## config.mk

```make
export PLATFORM = sky130hd
export DESIGN_NAME = uart_host_ctrl
export DESIGN_NICKNAME = d
export VERILOG_FILES = /design/src/rtl/uart_host_ctrl.sv
export SDC_FILE = /design/constraint.sdc
export NUM_CORES = 1
export LEC_CHECK = 0
export BUFFER_PORTS_ARGS = -buffer_cell sky130_fd_sc_hd__buf_4
export CAP_MARGIN = 20
export CORE_MARGIN = 10
export CORE_UTILIZATION = 53
export CTS_BUF_LIST = sky130_fd_sc_hd__clkbuf_8
export CTS_CLUSTER_DIAMETER = 100
export DETAILED_ROUTE_END_ITERATION = 10
export PLACE_DENSITY = 0.87
export SETUP_SLACK_MARGIN = 0.5
export SYNTH_ARGS = -nofsm -noshare
export SYNTH_HDL_FRONTEND = slang
export SYNTH_SLANG_ARGS = --single-unit
```

## constraint.sdc

```tcl
create_clock -name CLK -period 3.1 [get_ports CLK]
set_clock_uncertainty 0.05 [all_clocks]
set_input_delay 0.62 -clock CLK [delete_from_list [all_inputs] [get_ports CLK]]
set_output_delay 0.62 -clock CLK [all_outputs]
set_load 0.01 [all_outputs]
```

## src/rtl/uart_host_ctrl.sv

```systemverilog
// ---------------------------------------------------------------------------
// uart_host_ctrl
//
// Host-side initiator for the Core_UART parallel bus. Converts a valid/ready
// TX byte stream into single-cycle UART write strobes. Converts UART receive
// events into a valid/ready RX stream backed by one holding register, because
// Core_UART has no FIFOs of its own. Also drives the static line
// configuration and keeps sticky error flags.
//
// Ports
//   CLK, RESET             clock, synchronous active-high reset
//   tx_data/valid/ready    TX byte stream in (tx_ready is combinational)
//   rx_data/err/valid/ready RX byte stream out, err = {framing, parity}
//   err_clr                clears ovf/par/frm sticky flags
//   ovf/par/frm_sticky     sticky error indications
//   UART_BAUD_VAL, UART_BIT8, UART_PARITY_EN, UART_ODD_N_EVEN
//                          static configuration, taken from the parameters
//   UART_CSN/WEN/OEN       registered active-low bus strobes
//   UART_DATA_IN           registered write data to the UART
//   UART_DATA_OUT          read data from the UART
//   UART_TXRDY/RXRDY/OVERFLOW/PARITY_ERR/FRAMING_ERR
//                          UART status inputs
// ---------------------------------------------------------------------------
module uart_host_ctrl #(
   parameter logic [12:0] BAUD_DIV   = 13'd53,
   parameter bit          BIT8       = 1'b1,
   parameter bit          PARITY_EN  = 1'b0,
   parameter bit          ODD_N_EVEN = 1'b0,
   parameter int          RD_HOLD    = 2,
   parameter int          TX_GUARD   = 2
) (
   input  logic        CLK,
   input  logic        RESET,
   // TX stream
   input  logic [7:0]  tx_data,
   input  logic        tx_valid,
   output logic        tx_ready,
   // RX stream
   output logic [7:0]  rx_data,
   output logic [1:0]  rx_err,
   output logic        rx_valid,
   input  logic        rx_ready,
   // error flags
   input  logic        err_clr,
   output logic        ovf_sticky,
   output logic        par_sticky,
   output logic        frm_sticky,
   // static UART configuration
   output logic [12:0] UART_BAUD_VAL,
   output logic        UART_BIT8,
   output logic        UART_PARITY_EN,
   output logic        UART_ODD_N_EVEN,
   // UART parallel bus
   output logic        UART_CSN,
   output logic        UART_WEN,
   output logic        UART_OEN,
   output logic [7:0]  UART_DATA_IN,
   input  logic [7:0]  UART_DATA_OUT,
   input  logic        UART_TXRDY,
   input  logic        UART_RXRDY,
   input  logic        UART_OVERFLOW,
   input  logic        UART_PARITY_ERR,
   input  logic        UART_FRAMING_ERR
);

   // Shared counter for the read hold, the write guard and the post-read wait.
   localparam int CNT_W = 8;

   typedef enum logic [2:0] {
      S_IDLE,
      S_WR,
      S_WR_GUARD,
      S_RD,
      S_RD_DONE
   } state_t;

   state_t             r_state;
   logic [CNT_W-1:0]   r_cnt;
   logic               r_csn;
   logic               r_wen;
   logic               r_oen;
   logic [7:0]         r_data_in;
   logic [7:0]         r_rx_data;
   logic [1:0]         r_rx_err;
   logic               r_rx_valid;
   logic               r_ovf;
   logic               r_par;
   logic               r_frm;

   logic               w_rd_req;
   logic               w_tx_ready;
   logic               w_tx_fire;
   logic               w_rx_fire;
   logic               w_rd_last;
   logic [7:0]         w_rx_byte;

   // A read is only worth issuing when the holding register is free; if it
   // is occupied the byte stays in the UART and OVERFLOW reports any loss.
   assign w_rd_req   = UART_RXRDY & ~r_rx_valid;

   // Reads win over writes, so a pending read masks tx_ready.
   assign w_tx_ready = (r_state == S_IDLE) & UART_TXRDY & ~w_rd_req;
   assign w_tx_fire  = tx_valid & w_tx_ready;
   assign w_rx_fire  = r_rx_valid & rx_ready;
   assign w_rd_last  = (r_state == S_RD) && (r_cnt == CNT_W'(RD_HOLD - 1));

   // In 7-bit mode the UART's bit 7 is not part of the character.
   assign w_rx_byte  = BIT8 ? UART_DATA_OUT : {1'b0, UART_DATA_OUT[6:0]};

   always_ff @(posedge CLK) begin
      if (RESET) begin
         r_state    <= S_IDLE;
         r_cnt      <= '0;
         r_csn      <= 1'b1;
         r_wen      <= 1'b1;
         r_oen      <= 1'b1;
         r_data_in  <= 8'h00;
         r_rx_data  <= 8'h00;
         r_rx_err   <= 2'b00;
         r_rx_valid <= 1'b0;
         r_ovf      <= 1'b0;
         r_par      <= 1'b0;
         r_frm      <= 1'b0;
      end else begin
         // A set in the same cycle as err_clr keeps the flag set.
         r_ovf <= UART_OVERFLOW | (r_ovf & ~err_clr);
         r_par <= (w_rd_last & UART_PARITY_ERR)  | (r_par & ~err_clr);
         r_frm <= (w_rd_last & UART_FRAMING_ERR) | (r_frm & ~err_clr);

         if (w_rx_fire) begin
            r_rx_valid <= 1'b0;
         end

         case (r_state)
            S_IDLE: begin
               if (w_rd_req) begin
                  r_state <= S_RD;
                  r_csn   <= 1'b0;
                  r_oen   <= 1'b0;
                  r_cnt   <= '0;
               end else if (w_tx_fire) begin
                  r_state   <= S_WR;
                  r_csn     <= 1'b0;
                  r_wen     <= 1'b0;
                  r_data_in <= tx_data;
               end
            end

            // Single-cycle write strobe.
            S_WR: begin
               r_state <= S_WR_GUARD;
               r_csn   <= 1'b1;
               r_wen   <= 1'b1;
               r_cnt   <= '0;
            end

            // TXRDY lags the write inside the UART, so it is not trusted
            // until the guard interval has elapsed.
            S_WR_GUARD: begin
               if (r_cnt == CNT_W'(TX_GUARD - 1)) begin
                  r_state <= S_IDLE;
               end else begin
                  r_cnt <= r_cnt + 1'b1;
               end
            end

            // OEN held low RD_HOLD cycles; data sampled on the last one.
            S_RD: begin
               if (w_rd_last) begin
                  r_state    <= S_RD_DONE;
                  r_csn      <= 1'b1;
                  r_oen      <= 1'b1;
                  r_cnt      <= '0;
                  r_rx_data  <= w_rx_byte;
                  r_rx_err   <= {UART_FRAMING_ERR, UART_PARITY_ERR};
                  r_rx_valid <= 1'b1;
               end else begin
                  r_cnt <= r_cnt + 1'b1;
               end
            end

            // Give RXRDY time to fall so the same byte is not read twice;
            // bounded at four cycles in case it never drops.
            S_RD_DONE: begin
               if (!UART_RXRDY || (r_cnt == CNT_W'(3))) begin
                  r_state <= S_IDLE;
               end else begin
                  r_cnt <= r_cnt + 1'b1;
               end
            end

            default: begin
               r_state <= S_IDLE;
               r_csn   <= 1'b1;
               r_wen   <= 1'b1;
               r_oen   <= 1'b1;
            end
         endcase
      end
   end

   assign tx_ready        = w_tx_ready;
   assign rx_data         = r_rx_data;
   assign rx_err          = r_rx_err;
   assign rx_valid        = r_rx_valid;
   assign ovf_sticky      = r_ovf;
   assign par_sticky      = r_par;
   assign frm_sticky      = r_frm;

   assign UART_BAUD_VAL   = BAUD_DIV;
   assign UART_BIT8       = BIT8;
   assign UART_PARITY_EN  = PARITY_EN;
   assign UART_ODD_N_EVEN = ODD_N_EVEN;

   assign UART_CSN        = r_csn;
   assign UART_WEN        = r_wen;
   assign UART_OEN        = r_oen;
   assign UART_DATA_IN    = r_data_in;

endmodule

```

# After elaboration in Yosys (flattened, before gate mapping)
# Cells that the tools add are included.
[totals] inputBits=26 ff_bits=36 out_inout_bits=42 elab_cells=84
[op_classes] n_addsub=1 n_eq_ne=15 mux=22 reduce_logical=15 bitwise_logic=19
[ops] operator="$pmux 8 s5" count=1
[ops] operator="$mux 8" count=4
[ops] operator="$ne 2x2->1 const B" count=8
[ops] operator="$mux 3" count=5
[ops] operator="$pmux 3 s5" count=1
[ops] operator="$reduce_and 3->1" count=4
[ops] operator="$and 1x1->1" count=10
[ops] operator="$add 8x1->8 const B" count=1
[ops] operator="$eq 8x1->1 const B" count=1
[ops] operator="$eq 8x2->1 const B" count=1
[ops] operator="$mux 1" count=8
[ops] operator="$reduce_and 4->1" count=2
[ops] operator="$eq 3x2->1 const B" count=2
[ops] operator="$not 1->1" count=6
[ops] operator="$pmux 1 s3" count=2
[ops] operator="$reduce_or 3->1" count=2
[ops] operator="$reduce_bool 5->1" count=1
[ops] operator="$eq 3x1->1 const B" count=1
[ops] operator="$eq 3x3->1 const B" count=1
[ops] operator="$logic_not 3->1" count=1
[ops] operator="$ne 3x3->1 const B" count=1
[ops] operator="$or 1x1->1" count=3
[ops] operator="$pmux 1 s2" count=1
[ops] operator="$reduce_and 2->1" count=1
[ops] operator="4 further kinds" count=4

# Longest topological paths before layout
# Gate-level depths: netlist of run 1.
[logic_depth] ltp_word=8 mapped_depth=8 ltp_nobuf=7

# Worst setup path after synthesis of run 1
# Ideal clock, no wire load.
[synth_timing] path_kind="in2reg" start="input UART_RXRDY" end="register r_cnt[7]" setup_time_ns=0.075 cell_stages=5 t_arrival_ns=1.986 slack_ns=0.989 path_buffers=0 t_required_ns=2.975 path_cell_list="and2b_1 nor2_1 o311a_2 or4b_2 o22ai_1"
[synth_between] elab_chain_len=4 word_cells_on_any_way=6 classes_between="eq/ne: 2; bitwise: 1; reduce/logical: 3"
[synth_rtl] item="from (decl)" line_no="60" rtl="input logic UART_RXRDY,"
[synth_rtl] item="$logic_not 1->1" line_no="185" rtl="if (!UART_RXRDY || (r_cnt == CNT_W'(3))) begin"
[synth_rtl] item="$logic_or 1x1->1" line_no="185"
[synth_rtl] item="$ne 2x2->1 (no line)"
[synth_rtl] item="$reduce_and 4->1 (no line) *"
[synth_rtl] item="to (signal assigned)" line_no="163" rtl="r_cnt <= r_cnt + 1'b1;"
[synth_rtl] item="to (signal assigned)" line_no="178" rtl="r_cnt <= r_cnt + 1'b1;"
[synth_rtl] item="to (signal assigned)" line_no="188" rtl="r_cnt <= r_cnt + 1'b1;"
[synth_rtl] item="to (decl)" line_no="78" rtl="logic [CNT_W-1:0] r_cnt;"
# Every way passes the cells marked *; elsewhere a longest branch is shown, timed or not.
# A chain may end at the register's enable or synchronous reset.

# Final worst setup path of run 1
[layout_timing] start="register r_cnt[1]" end="register r_cnt[7]"
[layout_between] elab_chain_len=4 word_cells_on_any_way=12 classes_between="add/sub: 1; eq/ne: 4; mux: 4; reduce/logical: 3"
[layout_rtl] item="branches (longest 4 deep; another with $add 8x1->8)"
# Parallel ways; which one is timed is not known. The select of a mux whose other input is x is not followed.

==> results.ini, run 1 <==
[critical_path]
cpPeakStageDelay_ns=0.66
critical_path.most_common_cell=inv_1
crit-reg2reg-launch=r_cnt[1]
worst-path-buf-inv=2
startpoint_type=register
worstSetupEndpoint=r_cnt[7]
crit_required_ns=3.26
critPathKind=reg -> reg
cp-end-kind=register
worst_ep_arrival_time_ns=2.41
cp_num_cells=7
reg2reg_to=r_cnt[7]
crit_chain=inv_1, ha_1, inv_1, nor4_2, o311a_2, or4b_2, o22ai_1
crit_slowest_cell=or4b_2
path_delay_family=simple AND/OR/NAND/NOR gates
reg2regPathDepth=7
reg2reg_slack_ns=0.84
critPathMaxFanout=15
setup.worst_path.start=r_cnt[1]

[clock_network]
clock-root-buffer=clkbuf_8
cts_made_buffers=5
clk_path_buf_depth=2
cts_sinks=36
cts_resized=0
clk_latency_ns=0.28
cts_setup_buffers=0
clk_pin_slew_ns=0.07
htreeDepth=2
cts_tree=built
postCtsHoldBufs=0

[power]
power_frac_clock_pct=34.9
ir_worst_vdd_mv=0.382
swShare_pct=26.3
seqPwrFrac_pct=46.6
finalPower_uw=1110
leakage_uw=0.000906
internal_power_uw=819
p_switching_uw=292
power.density_nw_per_um2=519
comb_power_share_pct=18.5

[sta]
setup_violations=0
rsz0062_at_grt=no
worst_slew_pin_slew_ns=0.580
finalWorstSetupSlack_ns=0.843
setup-tns-final_ns=0
hold_viol=0
fmax_mhz=443
slew_headroom_pct=61.1
slew_viol_final=0
min_period_ns=2.26
fin_crit_sh_pct=72.8

[global_routing]
use_met2_pct=20.4
grt_usage_pct=13.4
grt_overflow=0
antenna_found_initial=0
grt_max_degree=29
grt_pass1_wl_um=6600
met1_usage_pct=15.0
grt_pass1_vias=1431
grt.busiest_layer=met2
use_met3_pct=7.78

[yosys]
synth-seq-area-share_pct=42.4
ys_seq_elements=36
synth_area_um2=1700
syn_inst=199
avgSynthCellArea_um2=8.54
yosysWarnings=0
synth_cell_type_count=43

[routing]
vias_per_cell=5.01
routedWlPerCell_um=13.5
drt_iter0_markers=104
ant_nets=0
wirelength_um=3930
drtPass1Iterations=4
vias=1463
drc=0

[placement]
dp_slack_ns=0.720
dp_hpwl_um=3000
numPortBuffers=51
gp_congestion=0.792

[floorplanning]
floorplan.initialDensity_pct=55.7
die_w_um=76.6
rows=20
pin_count=68
die-area_um2=5870
fp.dieH_um=76.6
fp.coreArea_um2=3050

[finish]
syn2layout_area_growth_pct=25.9
layout-drive-gt1-share_pct=27.8
final_common_cell=buf_4
final_cell_mix=buf_4 (52), dfxtp_1 (36), nand2_1 (25)
antenna_cells=0
nets=275

[flow_run]
cap_violations=0

[min_path]
min_path_type=reg -> reg

[outcome]
outcome=completed

==> final cells by class <==
| cell class | instances | area (µm²) |
|---|---|---|
| multi-input cells | 144 | 836 |
| flip-flops and latches | 36 | 721 |
| well taps | 44 | 55.1 |
| inverters | 8 | 30.0 |
| fillers | 278 | 913 |
| clock inverters | 3 | 38.8 |
| clock buffers | 5 | 68.8 |
| repair buffers | 52 | 390 |
==> metal layers <==
| layer | share of wire [%] | wire length (µm) |
|---|---|---|
| met5 | 0 | 0 |
| met4 | 0.92 | 36 |
| met1 | 40 | 1590 |
| met3 | 12 | 461 |
| met2 | 47 | 1840 |
==> state kept, by name (all words and copies together) (netlist names), 2 cells and up <==
name	cells
r_cnt	8
UART_DATA_IN	8
rx_data	8
rx_err	2
r_state	3
==> worst min path at each step <==
| stage | startpoint | end | slack [ns] | cells past startpoint |
|---|---|---|---|---|
| final | rx_data[3] | rx_data[3] | 0.40 | 2 |
| after CTS | rx_data[6] | rx_data[6] | 0.40 | 2 |
| after global routing | rx_data[2] | rx_data[2] | 0.42 | 2 |
| after detailed placement | rx_data[6] | rx_data[6] | 0.39 | 2 |
| after floorplan | r_cnt[7] | r_cnt[7] | 0.40 | 2 |
| after global placement | rx_data[4] | rx_data[4] | 0.39 | 2 |
==> Yosys cell counts <==
cell type	n	share of area [%]
nor4b_4	1	1.4
nor2b_1	1	0.37
a21boi_0	1	0.44
o32ai_1	1	0.52
buf_1	1	0.22
buf_4	16	7.1
and2_1	1	0.37
and4bb_2	1	0.74
a211oi_2	1	0.74
o31ai_1	2	0.88
nand3_1	7	2.1
o22ai_1	2	0.74
buf_2	3	0.88
mux2i_1	8	4.7
nor2_1	15	3.3
or4b_2	1	0.59
ha_1	2	1.5
nor3_1	1	0.29
xor2_1	1	0.52
o21ai_0	8	2.4
dfxtp_1	36	42
clkbuf_1	4	0.88
or4_4	1	0.66
o31a_1	1	0.52
buf_6	1	0.66
conb_1	2	0.44
a21oi_1	24	7.1
or2_2	1	0.37
nor3_4	1	0.96
nand2b_1	4	1.5
and3_1	3	1.1
xnor2_1	1	0.52
or3_2	1	0.44
nor4_2	1	0.74
nand2_1	25	5.5
inv_1	8	1.8
o221ai_1	1	0.52
or4_1	1	0.44
o311a_2	1	0.66
and2b_1	1	0.44
or3_1	4	1.5
o311ai_1	1	0.52
nor4_1	2	0.74
==> metrics by stage <==
step	cells	instance area [µm²]	hold slack, ns	utilization, %
final	292	2140	0.401	70.1
after floorplan	213	1750	0.405	-
after global placement	284	2030	0.388	66.6
after global routing	292	2140	0.422	70.1
after CTS	292	2140	0.404	70.1
after detailed placement	284	2030	0.394	66.6
==> cell families (layout without fill, tap and decap cells) <==
group                    count (synthesis)  count (layout)  synth area share, %
AND/OR/NAND/NOR                         73              73                 23.5
other                                    2              16                0.442
adder cells (fa/ha/maj)                  2               2                 1.47
XOR/XNOR                                 2               2                 1.03
AO/OA/AOI/OAI                           43              43                 14.9
flip-flops                              36              36                 42.4
buffers and inverters                   33              68                 11.5
multiplexers                             8               8                 4.71
==> worst min-delay path: cells and delay by family (launching register included) <==
kind,cells,cell delay (ns)
AND/OR/NAND/NOR,1,0.05
AO/OA/AOI/OAI,1,0.05
flip-flops,1,0.31
==> power by group through the flow <==
stage	Clock [µW]	Combinational (µW)	Sequential, µW
floorplan	0	158	519
global placement	0	200	526
detailed placement	0	205	527
CTS	402	206	517
global route	425	229	522
finish	388	205	518
(Power assumes the default switching activity.)
==> inputs of run 2 (changes only) <==
CORE_UTILIZATION = 50   (was 53)
PLACE_DENSITY = 0.83   (was 0.87)
clock period = 2.25 ns   (was 3.1 ns; I/O delays follow)
==> results.ini, run 2 (synthesized netlist as in run 1, its figures left out) <==
[routing]
wirelength_um=5260  ; +34%
drc=0  ; unchanged
drt_iter0_markers=138  ; +33%
drtPass1Iterations=4  ; unchanged
routedWlPerCell_um=16.8  ; +25%
vias_per_cell=5.28  ; +5.4%
vias=1648  ; +13%
ant_nets=0  ; unchanged

[finish]
fin_util_pct=74.6  ; +4.5 points
antenna_cells=0  ; unchanged
nets=293  ; +6.5%
syn2layout_area_growth_pct=45.3
final_cell_mix=buf_4 (60), dfxtp_1 (29), a21oi_1 (22)
layout-drive-gt1-share_pct=42.9  ; +15 points
final_common_cell=buf_4
layout.cells.non_filler=312  ; +6.8%

[placement]
numPortBuffers=51  ; unchanged
dp_hpwl_um=3290  ; +9.5%
gp_congestion=0.864  ; +9.1%
dp_slack_ns=0.197  ; -0.523 ns
dp_cells=293  ; +3.2%

[min_path]
min_path_type=in -> reg
min_to=ovf_sticky
min-delay-start=UART_OVERFLOW
whs_path_depth=3  ; +1

[clock_network]
cts_tree=built
cts_made_buffers=5  ; unchanged
htreeDepth=2  ; unchanged
clk_pin_slew_ns=0.07  ; about the same
clk_latency_ns=0.30  ; +0.02 ns
cts_sinks=36  ; unchanged
postCtsHoldBufs=0  ; unchanged
clk_path_buf_depth=2  ; unchanged
clock-root-buffer=clkbuf_8

[critical_path]
reg2reg_slack_ns=0.24  ; -0.61 ns
critPathKind=reg -> reg
cpPeakStageDelay_ns=0.54  ; -0.12 ns
crit_chain=inv_2, ha_1, inv_2, nor4_4, o311a_4, or4b_4, o22ai_2
crit_required_ns=2.41  ; -0.85 ns
critPathMaxFanout=8  ; -7
startpoint_type=register
crit_slowest_cell=or4b_4
crit-reg2reg-launch=r_cnt[1]
path_delay_family=simple AND/OR/NAND/NOR gates
reg2reg_to=r_cnt[7]
worst-path-buf-inv=2  ; unchanged
cp-end-kind=register
critical_path.most_common_cell=inv_2
reg2regPathDepth=7  ; unchanged
worst_ep_arrival_time_ns=2.17  ; -0.24 ns

[floorplanning]
fp.dieH_um=78.3  ; +2.2%
die_w_um=78.3  ; +2.2%
pin_count=68  ; unchanged
fp.coreArea_um2=3310  ; +8.4%
floorplan.initialDensity_pct=51.3  ; -4.3 points
die-area_um2=6130  ; +4.4%
rows=21  ; +5.0%

[global_routing]
met1_usage_pct=17.9  ; +2.9 points
grt_max_degree=29  ; unchanged
use_met2_pct=27.1  ; +6.6 points
grt_pass1_wl_um=7990  ; +21%
grt_pass1_vias=1581  ; +10%
grt.busiest_layer=met2
grt_overflow=0  ; unchanged
grt_usage_pct=15.9  ; +2.5 points
antenna_found_initial=0  ; unchanged
use_met3_pct=3.99  ; -3.8 points

[sta]
hold_viol=0  ; unchanged
rsz0062_at_grt=yes
finalWorstSetupSlack_ns=0.236  ; -0.607 ns
fin_crit_sh_pct=89.5  ; +17 points
fmax_mhz=497  ; +12%
min_period_ns=2.01  ; -0.243 ns
slew_viol_final=0  ; unchanged
hold_slack_ns=0.307  ; -0.0942 ns
setup_violations=0  ; unchanged
setup-tns-final_ns=0  ; unchanged

[flow_run]
cap_violations=0  ; unchanged

[power]
power.density_nw_per_um2=691  ; +33%
internal_power_uw=1200  ; +47%
seqPwrFrac_pct=42.2  ; -4.4 points
leakage_uw=0.00103  ; +14%
ir_worst_vdd_mv=0.411  ; +7.7%
swShare_pct=29.6  ; +3.4 points
power_frac_clock_pct=33.2  ; -1.7 points
comb_power_share_pct=24.6  ; +6.1 points
p_switching_uw=505  ; +73%

[outcome]
outcome=completed

-- run 2: changes by cell type in the layout (fill, tap and decap cells not counted), sizes merged --
cell,previous run,this run
buf,52,69
o311a,1,2
-- run 2: how the worst max path moves through the flow --
stage | cells past startpoint | startpoint | endpoint
floorplan | 5 | r_cnt[7] | rx_err[0]
global placement | 7 | r_cnt[1] | r_cnt[7]
detailed placement | 6 | UART_RXRDY | r_cnt[7]
CTS | 7 | r_cnt[1] | r_cnt[7]
global route | 5 | r_cnt[2] | r_cnt[7]
finish | 7 | r_cnt[1] | r_cnt[7]
-- run 2: repair_timing --
item / 4_1_cts / 5_1_grt
gates resized for setup: 21 / 22
pin swaps: 11 / 10
gates cloned: 2 / 1
endpoints found under the setup margin: 33 / 33
setup buffers: 6 / 2
-- run 2: worst reg2reg max path: cells and delay by family (launching register included) --
kind,cells,cell delay [ns]
AOI/OAI and AO/OA,2,0.57
adders and majority gates,1,0.18
buffers and inverters,2,0.14
DFF,1,0.37
and+or+nand+nor,2,0.62
-- run 2: area by class of cell --
cell class	count	area [µm²]
Clock buffer	5	68.8
Sequential cell	36	732
Inverter	8	30.0
Fill cell	239	842
Timing Repair Buffer	69	552
Tap cell	46	57.6
Clock inverter	3	38.8
Multi-Input combinational cell	145	990
-- run 2: layer usage --
metal / vias to the layer above / wire length, µm
li1: 792 / -
met1: 784 / 2080
met2: 61 / 2740
met3: 11 / 302
met4: 0 / 136
met5: - / 0
-- run 2: per-stage QoR --
step | instance area, µm² | power (µW)
final | 2470 | 1710
after global routing | 2470 | 1770
after CTS | 2360 | 1650
after detailed placement | 2110 | 1030
after global placement | 2110 | 1020
after floorplan | 1770 | 940
-- run 2: power by group through the flow --
stage / Combinational, µW / Sequential, µW / Clock (µW)
after CTS: 374 / 711 / 561
final: 420 / 719 / 566
after global placement: 304 / 719 / 0
after floorplan: 223 / 717 / 0
after detailed placement: 311 / 722 / 0
after global routing: 455 / 724 / 591
==> inputs of run 3 (changes only) <==
GPL_TIMING_DRIVEN = 0   (was not set)
==> results.ini, run 3 (synthesized netlist as in run 1, its figures left out) <==
[outcome]
outcome=completed

[power]
ir_worst_vdd_mv=0.841  ; +100%
power.density_nw_per_um2=669  ; -3.2%
finalPower_uw=1740  ; +2.1%
comb_power_share_pct=27.2  ; +2.6 points
internal_power_uw=1250  ; +4.0%
leakage_uw=0.00111  ; +8.3%
swShare_pct=28.3  ; -1.3 points
power_frac_clock_pct=32.4  ; -0.8 points
seqPwrFrac_pct=40.3  ; -1.9 points
p_switching_uw=493  ; -2.5%

[routing]
drtPass1Iterations=4  ; unchanged
drt_iter0_markers=90  ; -35%
routedWlPerCell_um=14.4  ; -15%
vias_per_cell=4.88  ; -7.6%
ant_nets=0  ; unchanged
drc=0  ; unchanged
vias=1625  ; -1.4%
wirelength_um=4780  ; -9.0%

[floorplanning]
pin_count=68  ; unchanged
floorplan.initialDensity_pct=51.3  ; unchanged
fp.coreArea_um2=3310  ; unchanged
fp.dieH_um=78.3  ; unchanged
die-area_um2=6130  ; unchanged
rows=21  ; unchanged
die_w_um=78.3  ; unchanged

[sta]
worst_slew_pin_slew_ns=0.672
hold_slack_ns=0.314  ; +0.00673 ns
slew_headroom_pct=55.1
setup_violations=0  ; unchanged
hold_viol=0  ; unchanged
min_period_ns=2.00  ; -0.0121 ns
fin_crit_sh_pct=89.0  ; -0.54 points
setup-tns-final_ns=0  ; unchanged
rsz0062_at_grt=yes
slew_viol_final=0  ; unchanged
fmax_mhz=500  ; +0.60%

[finish]
seq_area_um2=731  ; -0.17%
final_common_cell=buf_4
fin_util_pct=78.6  ; +4.0 points
antenna_cells=0  ; unchanged
final_cell_mix=buf_4 (77), dfxtp_1 (30), nand2_1 (24)
syn2layout_area_growth_pct=53.2
layout-drive-gt1-share_pct=46.0  ; +3.1 points
fillers=236  ; -1.3%
nets=314  ; +7.2%
multiInputGateArea_um2=960  ; -3.0%

[critical_path]
startpoint_type=register
critPathKind=reg -> reg
worst_ep_arrival_time_ns=2.10  ; -0.07 ns
critPathMaxFanout=6  ; -2
crit_required_ns=2.35  ; -0.06 ns
cp-end-kind=register

[global_routing]
grt_usage_pct=14.6  ; -1.4 points
grt_pass1_wl_um=7330  ; -8.2%
grt_max_degree=13  ; -55%
grt_pass1_vias=1588  ; +0.44%
antenna_found_initial=0  ; unchanged
grt_overflow=0  ; unchanged

[placement]
dp_hpwl_um=3300  ; +0.37%
gp_congestion=0.827  ; -4.3%
numPortBuffers=50  ; -2.0%

[clock_network]
htreeDepth=2  ; unchanged
cts_sinks=36  ; unchanged
cts_made_buffers=5  ; unchanged
clk_latency_ns=0.29  ; about the same
cts_tree=built
clock-root-buffer=clkbuf_8
clk_pin_slew_ns=0.07  ; about the same
postCtsHoldBufs=0  ; unchanged
clk_path_buf_depth=2  ; unchanged

[flow_run]
cap_violations=0  ; unchanged

[min_path]
min_path_type=in -> reg

run 3: area by class of cell:
cell class | instances | area share (%)
Multi-Input combinational cell | 144 | 36.9
Sequential cell | 36 | 28.1
Timing Repair Buffer | 66 | 19.8
Buffer | 25 | 7.64
Clock buffer | 5 | 2.64
Tap cell | 46 | 2.21
Clock inverter | 3 | 1.63
Inverter | 8 | 1.15
run 3: power groups by stage:
stage,clock network (µW),registers (µW),logic [µW]
2_1_floorplan,0,717,223
3_3_place_gp,0,710,331
3_5_place_dp,0,711,335
4_1_cts,567,697,411
5_1_grt,607,706,514
6_report,565,702,474
run 3: worst max-delay path, cell delays in order, from the launching register on:
cell and delay, ns:
dfxtp_2 0.32, or4_4 0.60, o31ai_4 0.28, o311a_4 0.29, buf_6 0.13, xor2_1 0.14
nor2_1 0.05
run 3: through the flow:
stage,instance area [µm²],worst slack [ns],instances
2_1_floorplan,1770,0.347,213
3_3_place_gp,2200,0.102,309
3_5_place_dp,2200,0.0611,309
4_1_cts,2490,0.255,328
5_1_grt,2600,0.195,333
6_report,2600,0.249,333
run 3: layer usage:
layer | track usage, % | share of wire (%) | vias to the layer above
li1 | - | - | 824
met1 | 15.6 | 42 | 745
met2 | 25.2 | 50 | 49
met3 | 5.69 | 5.7 | 7
met4 | 5.91 | 1.8 | 0
met5 | 0 | 0 | -
run 3: final timing paths:
path / from / end / slack, ns / depth (start not counted)
worst max-delay path: r_cnt[6] / r_cnt[0] / 0.25 / 6
worst min-delay path: UART_OVERFLOW / ovf_sticky / 0.31 / 3
worst max register to register: r_cnt[6] / r_cnt[0] / 0.25 / 6
worst min register to register: rx_data[5] / rx_data[5] / 0.41 / 2
run 3: repair_timing:
action                     4_1_cts  5_1_grt
pin swaps                       12       19
setup endpoints to repair       34       35
gates cloned                     1        1
resized for setup               22       33
setup buffers                   10        4
